--- config.mk ---
export PLATFORM = sky130hd
export DESIGN_NAME = bcd_seven_seg_scanner
export DESIGN_NICKNAME = d
export VERILOG_FILES = /design/src/rtl/bcd_seven_seg_scanner.sv
export SDC_FILE = /design/constraint.sdc
export NUM_CORES = 1
export LEC_CHECK = 0
export CAP_MARGIN = 20
export CORE_ASPECT_RATIO = 1.2
export CORE_MARGIN = 1.5
export CORE_UTILIZATION = 53
export DETAILED_ROUTE_END_ITERATION = 16
export PLACE_DENSITY = 0.76
export SLEW_MARGIN = 0
export SYNTH_ARGS = -nofsm -noshare
export SYNTH_HDL_FRONTEND = slang
export SYNTH_SLANG_ARGS = --single-unit
export TNS_END_PERCENT = 50
--- constraint.sdc ---
create_clock -name clk -period 2.6 [get_ports clk]
set_clock_uncertainty 0.2 [all_clocks]
set_input_delay 0.39 -clock clk [delete_from_list [all_inputs] [get_ports clk]]
set_output_delay 0.39 -clock clk [all_outputs]
set_load 0.005 [all_outputs]
--- src/rtl/bcd_seven_seg_scanner.sv ---
// rtl/bcd_seven_seg_scanner.sv - binary to BCD converter with multiplexed seven-segment scan
module bcd_seven_seg_scanner #(
  parameter int DIGITS      = 4,
  parameter int IN_WIDTH    = 13,
  parameter int REFRESH_DIV = 100000,
  parameter int BLANK_LZ    = 1
) (
  input  logic                clk,
  input  logic                reset,
  input  logic [IN_WIDTH-1:0] value,
  input  logic [2:0]          dp_pos,
  output logic [6:0]          seg,
  output logic [DIGITS-1:0]   an,
  output logic                dp,
  output logic                busy,
  output logic                overflow
);

  // BCD accumulator holds every decimal digit IN_WIDTH bits can produce,
  // i.e. ceil(IN_WIDTH*0.302+1) nibbles, and never fewer than DIGITS.
  localparam int NIB     = (IN_WIDTH * 302 + 1999) / 1000;
  localparam int ACC_NIB = (NIB > DIGITS) ? NIB : DIGITS;
  localparam int ACC_W   = 4 * ACC_NIB;
  localparam int CNT_W   = $clog2(IN_WIDTH + 1);
  localparam int IDX_W   = (DIGITS > 1) ? $clog2(DIGITS) : 1;
  localparam int PRE_W   = $clog2(REFRESH_DIV);
  localparam logic [63:0] LIMIT = 64'(10 ** DIGITS);

  localparam logic [6:0] SEG_OFF  = 7'h7F;
  localparam logic [6:0] SEG_DASH = 7'b0111111;

  typedef enum logic [1:0] {
    IDLE,
    CONVERT,
    COMMIT
  } state_t;

  state_t                state;
  state_t                state_next;
  logic [IN_WIDTH-1:0]   shift_reg;
  logic [IN_WIDTH-1:0]   sampled;
  logic [ACC_W-1:0]      bcd;
  logic [ACC_W-1:0]      bcd_adj;
  logic [CNT_W-1:0]      bit_cnt;
  logic [4*DIGITS-1:0]   disp;
  logic [4*DIGITS-1:0]   upper;
  logic                  ovf_r;
  logic [PRE_W-1:0]      pre;
  logic [IDX_W-1:0]      idx;
  logic [3:0]            nib;
  logic                  blank_cur;
  logic [6:0]            seg_r;
  logic [DIGITS-1:0]     an_r;
  logic                  dp_r;

  function automatic logic [6:0] decode(input logic [3:0] d);
    case (d)
      4'd0:    decode = 7'b1000000;
      4'd1:    decode = 7'b1111001;
      4'd2:    decode = 7'b0100100;
      4'd3:    decode = 7'b0110000;
      4'd4:    decode = 7'b0011001;
      4'd5:    decode = 7'b0010010;
      4'd6:    decode = 7'b0000010;
      4'd7:    decode = 7'b1111000;
      4'd8:    decode = 7'b0000000;
      4'd9:    decode = 7'b0010000;
      default: decode = SEG_OFF;
    endcase
  endfunction

  // Converter state register; reset aborts any conversion in flight.
  always_ff @(posedge clk or posedge reset) begin
    if (reset) state <= IDLE;
    else       state <= state_next;
  end

  // Converter next-state: sample, shift IN_WIDTH times, commit, repeat.
  always_comb begin
    state_next = state;
    busy       = 1'b0;
    case (state)
      IDLE:    state_next = CONVERT;
      CONVERT: begin
        busy = 1'b1;
        if (bit_cnt == CNT_W'(IN_WIDTH - 1)) state_next = COMMIT;
      end
      COMMIT: begin
        busy       = 1'b1;
        state_next = IDLE;
      end
      default: state_next = IDLE;
    endcase
  end

  // Add-3 correction applied to each nibble before the shift.
  always_comb begin
    bcd_adj = bcd;
    for (int n = 0; n < ACC_NIB; n++) begin
      if (bcd[4*n +: 4] >= 4'd5) bcd_adj[4*n +: 4] = bcd[4*n +: 4] + 4'd3;
    end
  end

  // Double-dabble datapath; display and overflow change only in COMMIT so a
  // scan never mixes digits from two different conversions.
  always_ff @(posedge clk or posedge reset) begin
    if (reset) begin
      shift_reg <= '0;
      sampled   <= '0;
      bcd       <= '0;
      bit_cnt   <= '0;
      disp      <= '0;
      ovf_r     <= 1'b0;
    end else begin
      case (state)
        IDLE: begin
          shift_reg <= value;
          sampled   <= value;
          bcd       <= '0;
          bit_cnt   <= '0;
        end
        CONVERT: begin
          bcd       <= {bcd_adj[ACC_W-2:0], shift_reg[IN_WIDTH-1]};
          shift_reg <= shift_reg << 1;
          bit_cnt   <= bit_cnt + CNT_W'(1);
        end
        COMMIT: begin
          disp  <= bcd[4*DIGITS-1:0];
          ovf_r <= (64'(sampled) >= LIMIT);
        end
        default: ;
      endcase
    end
  end

  // Refresh prescaler and digit index.
  always_ff @(posedge clk or posedge reset) begin
    if (reset) begin
      pre <= '0;
      idx <= '0;
    end else if (pre == PRE_W'(REFRESH_DIV - 1)) begin
      pre <= '0;
      if (idx == IDX_W'(DIGITS - 1)) idx <= '0;
      else                           idx <= idx + IDX_W'(1);
    end else begin
      pre <= pre + PRE_W'(1);
    end
  end

  // Current nibble and leading-zero test (this digit and all above are zero).
  always_comb begin
    nib       = disp[4*idx +: 4];
    upper     = disp >> (4 * idx);
    blank_cur = (BLANK_LZ != 0) && (idx != '0) && (upper == '0);
  end

  // Registered pin drivers; overflow dashes override blanking, dp unaffected.
  always_ff @(posedge clk or posedge reset) begin
    if (reset) begin
      seg_r <= SEG_OFF;
      an_r  <= '1;
      dp_r  <= 1'b1;
    end else begin
      an_r <= ~(DIGITS'(1) << idx);
      if (ovf_r)          seg_r <= SEG_DASH;
      else if (blank_cur) seg_r <= SEG_OFF;
      else                seg_r <= decode(nib);
      dp_r <= !(dp_pos == 3'(idx));
    end
  end

  assign seg      = seg_r;
  assign an       = an_r;
  assign dp       = dp_r;
  assign overflow = ovf_r;

endmodule

==> reports/qor.txt <==
Worst Setup SP - idx[0]$_DFFE_PP0N_
Critical Path End Type - flip-flop
Clock Path Buffers - 2
Final wirelength - 6810 um
Core Area - 7620 um^2
Largest net degree at the start of global routing - 83
Share of cells above drive strength 1 - 0.168
Max reg flops - 17
DRT antenna net count - 0
CTS Hold Buffers Added - 0
Max_slew headroom - 0.444
Setup WS pre-CTS - 0.0278 ns
Routed vias - 2706
PD cells - 653 nW/um^2
Die footprint - 8310 um^2
Max stage delay on crit path - 0.54 ns
Critical Path RT - 2.67 ns
Sink Count - 82
DRC Markers - 0
WL/cell - 13.7 um
Post-synth EDFFs - 0
Cell count after synthesis - 367
Post-layout instance area - 4750 um^2
Final setup violation count - 0
Largest register by flop count - pre
CTS H-tree lvls - 3
Maxcap violations - 0
Ys async rst share - 1.00
CP cell instances - mux4_2 > inv_2 > ha_1 > or4b_4 > a211o_4 > o311ai_1
CTS tree - yes
Starting density of the core - 0.540
Commonest non-fill, non-tap cell in the layout - dfrtp_1
Worst Setup EP - seg[5]$_DFF_PP1_
Net Count, Synth - 408
Max-slew violations - 0
DR pass1 iterations - 4
Worst ir drop on vdd - 417 uV
Post-Layout Cell Count - 497
Initial DRC Count - 172
Synthesis-to-finish area growth - 15.3%
FILL cells - 633
Max Freq - 426 MHz
Critical path startpoint category - flip-flop
CTS buffer count - 9
Vias per cell - 5.44
Reg2reg end - seg[5]$_DFF_PP1_
Hold Crit Class - input pin to async pin
Synthesis-stage register bit count - 82
GRT Util Overall - 0.185
Die Span X - 83.5 um
Rows - 35
CTS root buf - clkbuf_8
R2r startpoint - idx[0]$_DFFE_PP0N_
Primary flip-flop cell chosen by synthesis mapping - dfrtp_1
Antenna violations before repair - 0
Die Ht - 99.6 um
Top flop regs - pre: 17 flops, bcd: 16 flops, disp: 16 flops
Diodes inserted - 0
Critical path type - flip-flop to flip-flop
Seq/Total Area, Yosys - 0.502
Worst R2R Path Depth - 6
Lkg Pwr - 0.00219 uW
Cell area after placement - 4530 um^2
Run status - finished, final reports clean
Slew @ Worst Pin - 0.831 ns
Minimum clock period - 2.35 ns
Placed cells - 481
Clk_lat worst skew - 0.37 ns
Routability cong. - 0.762
Syn Area/Cell - 11.2 um^2
Crit Path Max Fanout - 7
Final hold vios - 0
Critical-path top delay cell - mux4_2
Most frequent cells in the layout - dfrtp_1, clkdlybuf4s50_1, nand2_1, o21ai_0, ha_1
I/O pins - 32
Post-DP HPWL - 4540 um
Clk pin slew, worst setup/hold paths - 0.09 ns
Part of the cycle the worst path needs - 0.904
Worst Path Arrival - 2.42 ns
Yosys cell types - 46
Mapped cell area - 4120 um^2
Yosys warnings - 0
Setup bufs post-CTS - 0
RSZ-0062 raised after global routing - no
Nets - 441
Vias in the first global route - 2643
Fin worst setup slack - 0.251 ns
Number of buffers added on ports - 30
First-pass GRT wire length - 12300 um
Global route overflow - 0
Reg2reg setup slack - 0.25 ns
layer usage:
metal / up-vias / GRT usage / share of wire
met4: 0 / 0.0769 / 0.019
li1: 1340 / - / -
met3: 9 / 0.0473 / 0.036
met2: 44 / 0.290 / 0.47
met1: 1313 / 0.249 / 0.48
met5: - / 0 / 0
per-stage QoR:
step	util	hold WS, ns	power, uW	TNS, ns
6_report	0.623	0.263	3100	0
5_1_grt	0.623	0.315	3270	0
4_1_cts	0.622	0.285	3130	0
3_5_place_dp	0.595	0.269	2180	0
3_3_place_gp	0.595	0.260	2160	0
2_1_floorplan	-	0.244	1930	-0.0661
repair_timing:
item,CTS,global route
resized for setup,1,2
setup endpoints to repair,1,7
pin swaps,0,1
power breakdown:
group / switching, uW / total [uW] / internal (uW)
Sequential: 98.4 / 1570 / 1470
Combinational: 243 / 585 / 342
Clock: 498 / 950 / 452
cell usage after synthesis (11+ instances only):
cell type | instances | area (um^2)
dfrtp_1 | 70 | 1750
nand2_1 | 27 | 101
inv_1 | 24 | 90.1
o21ai_0 | 24 | 120
ha_1 | 23 | 288
mux2_2 | 18 | 203
mux2i_1 | 18 | 180
nor2_1 | 15 | 56.3
dfstp_2 | 12 | 315
xor2_1 | 12 | 105
clkbuf_1 | 11 | 41.3
nand3_1 | 11 | 55.1
area by class of cell:
cell class | count | area [um^2] | share of cell area
Sequential cell | 82 | 2070 | 0.435
Multi-Input combinational cell | 243 | 1880 | 0.396
Timing Repair Buffer | 40 | 388 | 0.0817
Clock buffer | 9 | 124 | 0.0261
Tap cell | 92 | 115 | 0.0242
Inverter | 24 | 93.8 | 0.0198
Clock inverter | 7 | 77.6 | 0.0163
logic make-up after synthesis:
group	Yosys count	share of synthesized area
AOI/OAI and AO/OA	58	0.0872
xor gates and xnor gates	22	0.0468
adders and majority gates	23	0.0699
buffers and inverters	42	0.0441
DFF	82	0.502
muxes	41	0.118
other	1	0.000911
and+or+nand+nor	98	0.132
critical path, delay by kind of cell, from the launching register on:
kind	cells	cell delay, ns
and+or+nand+nor	1	0.46
DFF	1	0.42
muxes	1	0.54
AOI/OAI and AO/OA	2	0.41
buffers and inverters	1	0.08
adders and majority gates	1	0.16
how the worst min path moves through the flow:
stage,startpoint,end,slack (ns)
CTS,pre[0]$_DFF_PP0_,pre[0]$_DFF_PP0_,0.28
global route,reset,pre[3]$_DFF_PP0_,0.32
finish,reset,pre[3]$_DFF_PP0_,0.26
floorplan,pre[0]$_DFF_PP0_,pre[0]$_DFF_PP0_,0.24
global placement,shift_reg[4]$_DFFE_PP0P_,shift_reg[5]$_DFFE_PP0P_,0.26
detailed placement,shift_reg[1]$_DFFE_PP0P_,shift_reg[2]$_DFFE_PP0P_,0.27
(Power assumes the default switching activity.)
